$ cat config.mk
export PLATFORM = sky130hd
export DESIGN_NAME = legv8_multicycle_ctrl_flat
export DESIGN_NICKNAME = d
export VERILOG_FILES = /design/src/rtl/legv8_multicycle_ctrl_pkg.sv /design/src/rtl/legv8_multicycle_ctrl_if.sv /design/src/rtl/legv8_multicycle_ctrl_inst_class.sv /design/src/rtl/legv8_multicycle_ctrl.sv /design/src/flat_wrapper.sv
export SDC_FILE = /design/constraint.sdc
export NUM_CORES = 1
export LEC_CHECK = 0
export CAP_MARGIN = 20
export CORE_MARGIN = 1
export CORE_UTILIZATION = 25
export DETAILED_ROUTE_END_ITERATION = 10
export PLACE_DENSITY = 0.69
export SLEW_MARGIN = 15
export SYNTH_ARGS = -nofsm -noshare
export SYNTH_HDL_FRONTEND = slang
export SYNTH_SLANG_ARGS = --single-unit
$ cat constraint.sdc
create_clock -name clk -period 1.5 [get_ports clk]
set_input_delay 0.225 -clock clk [delete_from_list [all_inputs] [get_ports clk]]
set_output_delay 0.225 -clock clk [all_outputs]
set_load 0.02 [all_outputs]
$ cat src/rtl/legv8_multicycle_ctrl_pkg.sv
// legv8_ctrl_pkg: state encoding, opcode constants and control encodings for the multi-cycle LEGv8 controller
package legv8_ctrl_pkg;
  typedef enum logic [3:0] {
    S_RESET, S_FETCH, S_DECODE, S_EXEC_R, S_WB_R, S_ADDR, S_MEM, S_WB_M, S_BRANCH, S_TRAP
  } state_t;
  localparam logic [10:0] OP_ADD  = 11'b10001011000;
  localparam logic [10:0] OP_SUB  = 11'b11001011000;
  localparam logic [10:0] OP_AND  = 11'b10001010000;
  localparam logic [10:0] OP_ORR  = 11'b10101010000;
  localparam logic [10:0] OP_LDUR = 11'b11111000010;
  localparam logic [10:0] OP_STUR = 11'b11111000000;
  localparam logic [7:0]  OP_CBZ  = 8'b10110100;
  localparam logic [7:0]  OP_CBNZ = 8'b10110101;
  localparam logic [5:0]  OP_B    = 6'b000101;
  localparam logic [1:0]  IMM_NONE = 2'b00;
  localparam logic [1:0]  IMM_D    = 2'b01;
  localparam logic [1:0]  IMM_CB   = 2'b10;
  localparam logic [1:0]  IMM_B    = 2'b11;
  localparam logic [1:0]  ALUOP_ADD   = 2'b00;
  localparam logic [1:0]  ALUOP_PASSB = 2'b01;
  localparam logic [1:0]  ALUOP_FUNCT = 2'b10;
  typedef struct packed {
    logic r, ld, st, cbz, cbnz, b, bad;
  } iclass_t;
  function automatic logic [1:0] imm_of(iclass_t c);
    return (c.ld | c.st) ? IMM_D : (c.cbz | c.cbnz) ? IMM_CB : c.b ? IMM_B : IMM_NONE;
  endfunction
endpackage

$ cat src/rtl/legv8_multicycle_ctrl_if.sv
// legv8_ctrl_if: controller <-> datapath/memory signals; master is the controller side
interface legv8_ctrl_if #(parameter int ALUOP_W = 2, parameter int STATE_W = 4);
  logic [31:0] inst;
  logic zero, mem_ack;
  logic mem_req, mem_we, ir_write, pc_write, pc_src, reg_write, reg2loc, mem_to_reg, alu_src_b;
  logic [ALUOP_W-1:0] alu_op;
  logic [1:0] imm_sel;
  logic illegal;
  logic [STATE_W-1:0] dbg_state;
  modport master(
    input inst, zero, mem_ack,
    output mem_req, mem_we, ir_write, pc_write, pc_src, reg_write, reg2loc, mem_to_reg, alu_src_b,
    output alu_op, imm_sel, illegal, dbg_state
  );
  modport slave(
    output inst, zero, mem_ack,
    input mem_req, mem_we, ir_write, pc_write, pc_src, reg_write, reg2loc, mem_to_reg, alu_src_b,
    input alu_op, imm_sel, illegal, dbg_state
  );
endinterface

$ cat src/rtl/legv8_multicycle_ctrl_inst_class.sv
// legv8_inst_class: combinational opcode classifier (opcode field inst[31:21])
module legv8_inst_class
  import legv8_ctrl_pkg::*;
(
  input  logic [10:0] op,
  output iclass_t     cls
);
  always_comb begin
    cls = '0;
    cls.r = op inside {OP_ADD, OP_SUB, OP_AND, OP_ORR};
    cls.ld = op == OP_LDUR;
    cls.st = op == OP_STUR;
    cls.cbz = op[10:3] == OP_CBZ;
    cls.cbnz = op[10:3] == OP_CBNZ;
    cls.b = op[10:5] == OP_B;
    cls.bad = ~(cls.r | cls.ld | cls.st | cls.cbz | cls.cbnz | cls.b);
  end
endmodule

$ cat src/rtl/legv8_multicycle_ctrl.sv
// legv8_multicycle_ctrl: Moore FSM sequencing fetch/decode/execute/memory/write-back of the multi-cycle LEGv8 datapath
module legv8_multicycle_ctrl
  import legv8_ctrl_pkg::*;
#(
  parameter int ALUOP_W = 2,
  parameter int STATE_W = 4
) (
  input logic clk,
  input logic rst,
  legv8_ctrl_if.master bus
);
  state_t state, state_n;
  iclass_t cls;
  logic ill;
  legv8_inst_class u_cls (.op(bus.inst[31:21]), .cls(cls));
  always_ff @(posedge clk or posedge rst)
    if (rst) state <= S_RESET;
    else state <= state_n;
  // illegal is raised on the way into S_TRAP so it is already high in the first trap cycle
  always_ff @(posedge clk or posedge rst)
    if (rst) ill <= 1'b0;
    else if (state == S_DECODE && cls.bad) ill <= 1'b1;
  always_comb begin
    state_n = state;
    case (state)
      S_RESET:  state_n = S_FETCH;
      S_FETCH:  state_n = bus.mem_ack ? S_DECODE : S_FETCH;
      S_DECODE: state_n = cls.r ? S_EXEC_R : (cls.ld | cls.st) ? S_ADDR :
                          (cls.cbz | cls.cbnz | cls.b) ? S_BRANCH : S_TRAP;
      S_EXEC_R: state_n = S_WB_R;
      S_ADDR:   state_n = S_MEM;
      S_MEM:    state_n = !bus.mem_ack ? S_MEM : cls.st ? S_FETCH : S_WB_M;
      S_WB_R, S_WB_M, S_BRANCH: state_n = S_FETCH;
      default:  state_n = state;
    endcase
  end
  always_comb begin
    bus.mem_req = 1'b0;
    bus.mem_we = 1'b0;
    bus.ir_write = 1'b0;
    bus.pc_write = 1'b0;
    bus.pc_src = 1'b0;
    bus.reg_write = 1'b0;
    bus.reg2loc = 1'b0;
    bus.mem_to_reg = 1'b0;
    bus.alu_src_b = 1'b0;
    bus.alu_op = ALUOP_W'(ALUOP_ADD);
    bus.imm_sel = IMM_NONE;
    case (state)
      S_FETCH: begin
        bus.mem_req = 1'b1;
        bus.ir_write = bus.mem_ack;
        bus.pc_write = bus.mem_ack;
      end
      S_DECODE: begin
        bus.imm_sel = imm_of(cls);
        bus.reg2loc = ~cls.r;
      end
      S_EXEC_R: bus.alu_op = ALUOP_W'(ALUOP_FUNCT);
      S_WB_R: bus.reg_write = 1'b1;
      S_ADDR: begin
        bus.alu_src_b = 1'b1;
        bus.imm_sel = IMM_D;
        bus.reg2loc = 1'b1;
      end
      S_MEM: begin
        bus.mem_req = 1'b1;
        bus.mem_we = cls.st;
      end
      S_WB_M: begin
        bus.reg_write = 1'b1;
        bus.mem_to_reg = 1'b1;
      end
      S_BRANCH: begin
        bus.alu_op = ALUOP_W'(ALUOP_PASSB);
        bus.reg2loc = 1'b1;
        bus.pc_src = 1'b1;
        bus.imm_sel = imm_of(cls);
        bus.pc_write = cls.b | (cls.cbz & bus.zero) | (cls.cbnz & ~bus.zero);
      end
      default: ;
    endcase
  end
  assign bus.illegal = ill;
  assign bus.dbg_state = STATE_W'(state);
endmodule

$ cat src/flat_wrapper.sv
// flat-port wrapper written by rule: the top's interface ports become plain ports
module legv8_multicycle_ctrl_flat import legv8_ctrl_pkg::*;
#(
  parameter int ALUOP_W = 2,
  parameter int STATE_W = 4
)
  (clk, rst, bus_inst, bus_zero, bus_mem_ack, bus_mem_req, bus_mem_we, bus_ir_write, bus_pc_write, bus_pc_src, bus_reg_write, bus_reg2loc, bus_mem_to_reg, bus_alu_src_b, bus_alu_op, bus_imm_sel, bus_illegal, bus_dbg_state);
  legv8_ctrl_if #(.ALUOP_W(ALUOP_W), .STATE_W(STATE_W)) bus_i ();
  input logic clk;
  input logic rst;
  input wire logic [$bits(bus_i.inst)-1:0] bus_inst;
  input wire logic [$bits(bus_i.zero)-1:0] bus_zero;
  input wire logic [$bits(bus_i.mem_ack)-1:0] bus_mem_ack;
  output wire logic [$bits(bus_i.mem_req)-1:0] bus_mem_req;
  output wire logic [$bits(bus_i.mem_we)-1:0] bus_mem_we;
  output wire logic [$bits(bus_i.ir_write)-1:0] bus_ir_write;
  output wire logic [$bits(bus_i.pc_write)-1:0] bus_pc_write;
  output wire logic [$bits(bus_i.pc_src)-1:0] bus_pc_src;
  output wire logic [$bits(bus_i.reg_write)-1:0] bus_reg_write;
  output wire logic [$bits(bus_i.reg2loc)-1:0] bus_reg2loc;
  output wire logic [$bits(bus_i.mem_to_reg)-1:0] bus_mem_to_reg;
  output wire logic [$bits(bus_i.alu_src_b)-1:0] bus_alu_src_b;
  output wire logic [$bits(bus_i.alu_op)-1:0] bus_alu_op;
  output wire logic [$bits(bus_i.imm_sel)-1:0] bus_imm_sel;
  output wire logic [$bits(bus_i.illegal)-1:0] bus_illegal;
  output wire logic [$bits(bus_i.dbg_state)-1:0] bus_dbg_state;
  assign bus_i.inst = bus_inst;
  assign bus_i.zero = bus_zero;
  assign bus_i.mem_ack = bus_mem_ack;
  assign bus_mem_req = bus_i.mem_req;
  assign bus_mem_we = bus_i.mem_we;
  assign bus_ir_write = bus_i.ir_write;
  assign bus_pc_write = bus_i.pc_write;
  assign bus_pc_src = bus_i.pc_src;
  assign bus_reg_write = bus_i.reg_write;
  assign bus_reg2loc = bus_i.reg2loc;
  assign bus_mem_to_reg = bus_i.mem_to_reg;
  assign bus_alu_src_b = bus_i.alu_src_b;
  assign bus_alu_op = bus_i.alu_op;
  assign bus_imm_sel = bus_i.imm_sel;
  assign bus_illegal = bus_i.illegal;
  assign bus_dbg_state = bus_i.dbg_state;
  legv8_multicycle_ctrl #(.ALUOP_W(ALUOP_W), .STATE_W(STATE_W)) u_core (.clk(clk), .rst(rst), .bus(bus_i));
endmodule
==> Word-level counts from Yosys, hierarchy flattened <==
Cells that the tools add are included.
{ "totals": {"ff_bits": 5, "latchBits": 0, "ram_bits": 0, "rom_bits": 0, "inputBits": 36, "out_inout_bits": 18, "memories": 0} }
{ "op_classes": {"add_sub_neg": 0, "mul": 0, "div": 0, "order_cmp": 0, "eq_ne": 17, "n_shift": 0, "muxes": 21, "bitwise": 15, "reduce_logical": 9} }
{ "ops": {"columns": ["operator", "count"], "rows": [
  ["11-bit equality test (second input constant)", 6],
  ["4-bit one-hot mux with 6 select lines", 1],
  ["4-bit by 3-bit equality test with 1-bit output (second input constant)", 4],
  ["8-bit equality test (second input constant)", 2],
  ["4-bit two-way mux", 3],
  ["1-bit bitwise OR", 10],
  ["4-bit by 2-bit equality test with 1-bit output (second input constant)", 2],
  ["1-bit two-way mux", 8],
  ["2-bit two-way mux", 4],
  ["2-bit one-hot mux with 2 select lines", 2],
  ["2-bit OR reduction", 4],
  ["6-bit by 3-bit equality test with 1-bit output (second input constant)", 1],
  ["6-bit nonzero test", 1],
  ["4-bit by 1-bit equality test with 1-bit output (second input constant)", 1],
  ["4-bit equality test (second input constant)", 1],
  ["4-bit logical NOT", 1],
  ["1-bit one-hot mux with 2 select lines", 2],
  ["4-bit nonzero test", 1],
  ["4-bit OR reduction", 1],
  ["3-bit two-way mux", 1],
  ["1-bit NOT", 3],
  ["1-bit AND", 2],
  ["1-bit logical AND", 1]
]} }

==> Logic depth before layout (Yosys ltp) <==
Gate-level depths: netlist of the first run.
{ "depth": {"ltp_word": 9, "depth_mapped": 5, "mapped_depth_nobuf": 4} }

==> Modules after synthesis <==
Synthesis of the first run repeated with hierarchy kept, for this count alone.
{ "unflattened": {"hier_cells": 84, "area_unflattened_um2": 616.8} }
{ "modules_own_cells": {"columns": ["mod", "n_inst", "cells_each", "area_each_um2", "seq_area_each_um2"], "rows": [
  ["legv8_multicycle_ctrl", 1, 68, 481.7, 125.1],
  ["legv8_inst_class", 1, 16, 135.1, 0.0]
]} }

==> Least setup slack after synthesis of the first run <==
OpenSTA, ideal clock, no wires.
{ "synth_timing": {"path_kind": "register to output", "startpoint": "register u_core.state[3] (netlist: u_core.bus.dbg_state[3])", "endpoint": "output bus_pc_write", "t_arrival_ps": 1829, "t_required_ps": 1275, "setup_slack_ps": -554, "path_stages_with_launch": 4, "cell_sequence": "dfrtp_1 clkbuf_1 nor4_1 o21bai_1"} }
{ "synth_via": {"elab_chain_len": 2, "elab_cells_between_ends": 3} }
{ "synth_lines": {"columns": ["element", "line_no", "source"], "rows": [
  ["from (decl)", "legv8_multicycle_ctrl.sv:12", "state_t state, state_n;"],
  ["from (signal assigned)", "legv8_multicycle_ctrl.sv:18", "else state <= state_n;"],
  ["4-bit equality test / 4-bit by 1-bit equality test with 1-bit output (equally long branches)", "legv8_multicycle_ctrl.sv:49", "case (state)"],
  ["1-bit one-hot mux with 2 select lines (*)", "legv8_multicycle_ctrl.sv:49", null],
  ["to (decl)", "flat_wrapper.sv:17", "output wire logic [$bits(bus_i.pc_write)-1:0] bus_pc_write;"]
]} }
Mark *: on every way between the ends. The rest lies on a longest branch, timed or not.

==> Final worst setup path of the first run <==
{ "layout_timing": {"startpoint": "input bus_inst[21]", "endpoint": "output bus_reg2loc"} }
{ "layout_via": {"elab_chain_len": 4, "elab_cells_between_ends": 7} }
{ "layout_lines": {"columns": ["element", "line_no", "source"], "rows": [
  ["from (decl)", "flat_wrapper.sv:11", "input wire logic [$bits(bus_i.inst)-1:0] bus_inst;"],
  ["11-bit equality test", "legv8_multicycle_ctrl_inst_class.sv:10", "cls.r = op inside {OP_ADD, OP_SUB, OP_AND, OP_ORR};"],
  ["4-bit nonzero test (*)", "legv8_multicycle_ctrl_inst_class.sv:10", null],
  ["1-bit NOT (*)", "legv8_multicycle_ctrl.sv:57", "bus.reg2loc = ~cls.r;"],
  ["1-bit one-hot mux with 2 select lines (*)", "legv8_multicycle_ctrl.sv:49", null],
  ["to (decl)", "flat_wrapper.sv:20", "output wire logic [$bits(bus_i.reg2loc)-1:0] bus_reg2loc;"]
]} }
Marks and branches as above.

==> results of run 1 <==
critical path: cells and delay by family:
| kind | cells | cell delay [ns] |
|---|---|---|
| buf+inv | 2 | 0.22 |
| simple gates | 3 | 1.08 |
| compound gates | 1 | 0.06 |
placed cells by master (no fill, tap or decap), types with 4 or more instances in the layout:
cell type / n
buf_4: 35
nor3_4: 4
nor2_4: 4
nand3b_1: 4
nand2b_4: 5
buf_2: 4
dlygate4sd2_1: 8
clkdlybuf4s50_1: 5
buf_6: 30
nor2_1: 7
cell families after synthesis:
kind of cell	count (synthesis)
buffers and inverters	8
flip-flops	5
multiplexers	1
AND/OR/NAND/NOR	44
XOR/XNOR	1
AO/OA/AOI/OAI	22
cell usage after synthesis (all sizes together):
cell and n:
o311ai 1, o22ai 1, a211oi 2, nor2 11
or4b 1, inv 2, o21bai 1, buf 3
nand2 4, and2 1, nor3 6, xor2 1
nand2b 6, clkbuf 3, dfrtp 5, nor2b 3
nor3b 1, o31ai 2, mux2 1, a31oi 1
a21oi 4, nor4b 1, o21ai 6, o211a 1
a21o 2, nand3b 4, nand4bb 1, or2 1
o211ai 1, nor4 4
stage by stage:
stage / instance area (sq um) / setup WS (ns) / instances / total power, mW
final: 1700 / -0.312 / 192 / 0.393
after global routing: 1700 / -0.340 / 192 / 0.414
after CTS: 1500 / -0.224 / 185 / 0.388
after detailed placement: 1260 / -0.989 / 165 / 0.225
after global placement: 1260 / -0.977 / 165 / 0.224
after floorplan: 717 / -0.101 / 81 / 0.164
worst min path at each step:
| stage | slack [ns] | endpoint | depth (start not counted) |
|---|---|---|---|
| detailed placement | 0.44 | u_core.bus.illegal | 2 |
| global route | 0.22 | u_core.bus.illegal | 2 |
| floorplan | 0.003 | u_core.bus.dbg_state[1] | 1 |
| global placement | 0.44 | u_core.bus.illegal | 2 |
| CTS | 0.17 | u_core.bus.illegal | 2 |
| finish | 0.17 | u_core.bus.illegal | 2 |
routing by layer:
metal	part of all wire [%]	global-route usage, %
met1	41	27.0
met5	0	0
met3	4.2	2.63
met2	53	47.0
met4	2.4	6.76
state kept, by name (all words and copies together), names as in the netlist:
signal and flops:
u_core.bus.illegal 1, u_core.bus.dbg_state 4
cell type report:
cell class	instances	area share, %
clock buffer	4	1.55
inverter	2	0.443
multi-input combinational	68	41.3
sequential	5	7.60
tap	28	2.07
timing repair buffer	85	47.1
report_power, final:
group | switching [mW] | internal, mW | total (mW) | leakage, nW
Combinational | 0.0436 | 0.0554 | 0.0990 | 0.703
Clock | 0.0575 | 0.101 | 0.158 | 0.0150
Sequential | 0.0000449 | 0.135 | 0.135 | 0.0505
what timing repair did:
| action | CTS | global route |
|---|---|---|
| cloned | 2 | 0 |
| endpoints found under the setup margin | 21 | 18 |
| pin swaps | 16 | 19 |
| setup buffers | 15 | 8 |
| resized for setup | 126 | 34 |
==> results.py, run 1 <==
metrics = {
    "status": {
        "status": "finished, violations left",
        "violations": "setup timing",
    },
    "worst_setup_path": {
        "r2r_end": "u_core.bus.dbg_state[1]",
        "critPathMaxFanout": 3,
        "r2r_cells": 9,
        "rrSetupSlack_ns": -0.10,
        "crit_type": "in -> out",
        "worstSetupEndpointType": "output pin",
        "r2r_start": "u_core.bus.dbg_state[2]",
        "start_kind": "input pin",
        "critPathLaunch": "bus_inst[21]",
        "crit_end": "bus_reg2loc",
        "crit_top_cell": "buf_6",
        "worstPathRequired_ns": 1.27,
        "arrival_ns": 1.59,
        "cpPeakStageDelay_ns": 0.58,
        "cp_cell_sequence": "buf_6, or4b_4, nor4_4, nand2b_4, o21ai_2, buf_6",
        "cpMaxStageDelayCell": "or4b_4",
    },
    "sta": {
        "max_freq_mhz": 552,
        "drv_slew": 0,
        "finClkSkew_ns": 0.00244,
        "worst_pin_slew_ns": 0.316,
        "period_minus_slack_ns": 1.81,
        "setup-violations-final": 17,
        "relSlewSlack_pct": 78.8,
        "min_period_over_period_pct": 121,
        "rsz0062_at_grt": "yes",
        "hold_violations": 0,
        "setup_slack_ns": -0.312,
        "tns_ns": -1.84,
        "holdWs_ns": 0.173,
    },
    "place": {
        "place.gp.congestion": 0.878,
        "dpl.hpwl_mm": 1.89,
        "place.port_buffers": 32,
    },
    "drt": {
        "dr_total_vias": 962,
        "drc_errors": 0,
        "wl_per_cell_um": 17.4,
        "first_pass_iters": 3,
        "routed_wl_mm": 3.34,
        "vias_per_cell": 5.01,
        "ant_nets": 0,
        "drt_iter0_markers": 10,
    },
    "synth": {
        "seq_area_frac_synth_pct": 20.1,
        "yosys.area_share.xor_xnor_pct": 1.41,
        "synth.mux.area_fraction_pct": 1.81,
        "synth.area.top_cells": "dfrtp_1 20%, nor2_1 6.6%, nand2b_1 6.0%, nor3_2 4.8%, nand3b_1 4.8%",
        "synth_top_family_by_area": "simple AND/OR/NAND/NOR gates",
        "synth_area_sq_um": 622,
        "yosysTopAreaCellShare_pct": 20.1,
        "synth_cell_types": 36,
        "yosys.area_share.simple_pct": 47.3,
        "synth-compound-area-share_pct": 23.5,
        "synth_warnings": 0,
        "ys_seq_elements": 5,
        "synth_top_area_cell": "dfrtp_1",
        "syn_inst": 81,
        "synth_nets": 117,
        "avgSynthCellArea_sq_um": 7.68,
        "synth_fa_ha_area_share_pct": 0,
    },
    "floorplan": {
        "fp.dieH_um": 51.9,
        "pin_count": 54,
        "dieArea_sq_um": 2690,
        "start_util_pct": 27.3,
        "coreArea_sq_um": 2280,
        "chipWidth_um": 51.9,
        "row_count": 17,
    },
    "clock_network": {
        "htreeDepth": 1,
        "clkTransAtPathRegs_ns": 0.04,
        "cts_sinks": 5,
        "cts_root_buf": "clkbuf_4",
        "hold_buffers": 0,
        "clk_path_buf_depth": 2,
        "cts_buffers": 3,
        "cts_tree": "done",
        "clock_latency_ns": 0.25,
    },
    "final_layout": {
        "area_growth_pct": 173,
        "fin_util_pct": 74.5,
        "ff_latch_area_sq_um": 129,
        "layout-drive-gt1-share_pct": 68.9,
        "fillers": 154,
        "diodes": 0,
        "layout.nets": 201,
        "multi_input_area_sq_um": 699,
    },
    "flow_run": {
        "maxCapViolCount": 0,
    },
    "grt": {
        "grt-ovfl-total": 0,
        "antenna_found_initial": 0,
        "grt_max_degree": 8,
        "grt_use_total_pct": 24.2,
        "grt_pass1_vias": 1000,
        "grt_first_pass_wirelength_mm": 4.68,
    },
    "worst_hold_path": {
        "hold_path.class": "in -> async",
    },
    "power_and_ir_drop": {
        "ir_drop_mv": 0.290,
        "p_per_area_nw_per_um2": 232,
        "p_leak_nw": 0.768,
    },
}
Power figures use the tool's default switching activity.
==> inputs of run 2 (changes only) <==
Settings changed: CTS_CLUSTER_DIAMETER set to 120.
==> results of run 2 <==
The final DEF is identical to that of run 1; final timing and power are the same.
==> inputs of run 3 (changes only) <==
Settings changed: CORE_UTILIZATION 25 to 28, PLACE_DENSITY 0.69 to 0.76.
==> run 3 against run 2 <==
Net effect: the run still ends with setup timing left; clock skew up 0.0048 ns; first-iteration DRC count up 50%; clock power up 3%; flip-flop and latch count unchanged; hold slack worse by 0.012 ns.
==> results.py, run 3 (synthesized netlist as in run 1, its figures left out) <==
metrics = {
    "place": {
        "place.port_buffers": 32,
        "dpl.hpwl_mm": 1.81,
        "dpl_worst_slack_ns": -1.03,
        "place.gp.congestion": 0.891,
    },
    "worst_hold_path": {
        "hold_path.class": "in -> async",
    },
    "floorplan": {
        "fp.dieH_um": 49.1,
        "dieArea_sq_um": 2410,
        "pin_count": 54,
        "row_count": 16,
        "chipWidth_um": 49.1,
        "start_util_pct": 30.8,
        "coreArea_sq_um": 2020,
    },
    "clock_network": {
        "cts_sinks": 5,
        "cts_root_buf": "clkbuf_4",
        "cts_tree": "done",
        "clkTransAtPathRegs_ns": 0.05,
        "hold_buffers": 0,
        "clock_latency_ns": 0.25,
        "htreeDepth": 1,
        "clk_path_buf_depth": 2,
        "cts_buffers": 3,
    },
    "sta": {
        "finClkSkew_ns": 0.00726,
        "hold_violations": 0,
        "holdWs_ns": 0.161,
        "max_freq_mhz": 571,
        "drv_slew": 0,
        "relSlewSlack_pct": 80.4,
        "worst_pin_slew_ns": 0.292,
        "setup_slack_ns": -0.251,
        "period_minus_slack_ns": 1.75,
        "tns_ns": -1.31,
        "rsz0062_at_grt": "yes",
        "setup-violations-final": 12,
        "min_period_over_period_pct": 117,
    },
    "power_and_ir_drop": {
        "p_leak_nw": 0.704,
        "ir_drop_mv": 0.430,
        "power_mw": 0.395,
        "p_per_area_nw_per_um2": 245,
    },
    "final_layout": {
        "diodes": 0,
        "layout_commonest_cell": "buf_4",
        "largest_reg_flops": 4,
        "area_growth_pct": 159,
        "final_cell_mix": "38 x buf_4, 22 x buf_6, 9 x dlygate4sd2_1",
        "layout-drive-gt1-share_pct": 69.0,
        "layout.nets": 195,
    },
    "flow_run": {
        "maxCapViolCount": 0,
    },
    "worst_setup_path": {
        "critPathMaxFanout": 3,
        "worstSetupEndpointType": "output pin",
        "start_kind": "input pin",
        "worstPathRequired_ns": 1.27,
        "arrival_ns": 1.53,
        "rrSetupSlack_ns": -0.04,
        "crit_type": "in -> out",
    },
    "grt": {
        "grt_first_pass_wirelength_mm": 4.54,
        "antenna_found_initial": 0,
        "grt_use_total_pct": 25.2,
        "grt-ovfl-total": 0,
        "grt_max_degree": 10,
        "grt_pass1_vias": 970,
    },
    "drt": {
        "vias_per_cell": 5.17,
        "ant_nets": 0,
        "routed_wl_mm": 3.10,
        "drt_iter0_markers": 15,
        "drc_errors": 0,
        "wl_per_cell_um": 16.8,
        "dr_total_vias": 956,
        "first_pass_iters": 4,
    },
    "status": {
        "violations": "setup timing",
        "status": "finished, violations left",
    },
}
==> run 3: timing repair <==
item | in CTS | in global routing
pin swaps | 12 | 11
buffers inserted | 15 | 3
resized for setup | 125 | 30
setup endpoints to repair | 21 | 18
==> run 3: routing by layer <==
| layer | up-vias | track usage (%) | wire length [um] |
|---|---|---|---|
| li1 | 456 | - | - |
| met5 | - | 0 | 0 |
| met1 | 450 | 28.8 | 1150 |
| met3 | 8 | 5.61 | 179 |
| met4 | 0 | 6.86 | 78 |
| met2 | 42 | 46.1 | 1690 |
==> run 3: area by class of cell <==
class                           instances  area, sq um
Inverter                                2         7.51
Timing Repair Buffer                   79          699
Fill cell                             127          409
Tap cell                               27         33.8
Clock buffer                            4         26.3
Sequential cell                         5          129
Multi-Input combinational cell         68          717
==> run 3: where the power goes <==
part           leakage (nW)  switching [mW]  internal, mW
Combinational         0.639          0.0442        0.0518
Sequential           0.0505       0.0000453         0.135
Clock                0.0150          0.0622         0.101
==> run 3: path summary, 6_finish.rpt <==
| check | start | end | depth (start not counted) |
|---|---|---|---|
| worst min-delay path | rst | u_core.bus.illegal | 2 |
| worst min register to register | u_core.bus.illegal | u_core.bus.illegal | 2 |
| worst max-delay path | bus_inst[23] | bus_reg2loc | 6 |
| min in group clk | u_core.bus.illegal | u_core.bus.illegal | 2 |
| worst max register to register | u_core.bus.dbg_state[2] | u_core.bus.illegal | 6 |
| max in group asynchronous | rst | u_core.bus.dbg_state[0] | 2 |
==> run 3: critical path: stages <==
cell and delay (ns):
buf_6 0.09, or4b_4 0.58, nor4_4 0.27, nand2b_4 0.18, o21ai_2 0.06, buf_6 0.13
==> run 3: metrics by stage <==
stage / utilization [%] / cells / area (sq um)
finish: 79.8 / 185 / 1610
floorplan: - / 81 / 717
CTS: 73.9 / 184 / 1490
global route: 79.8 / 185 / 1610
detailed placement: 62.5 / 165 / 1260
global placement: 62.5 / 165 / 1260
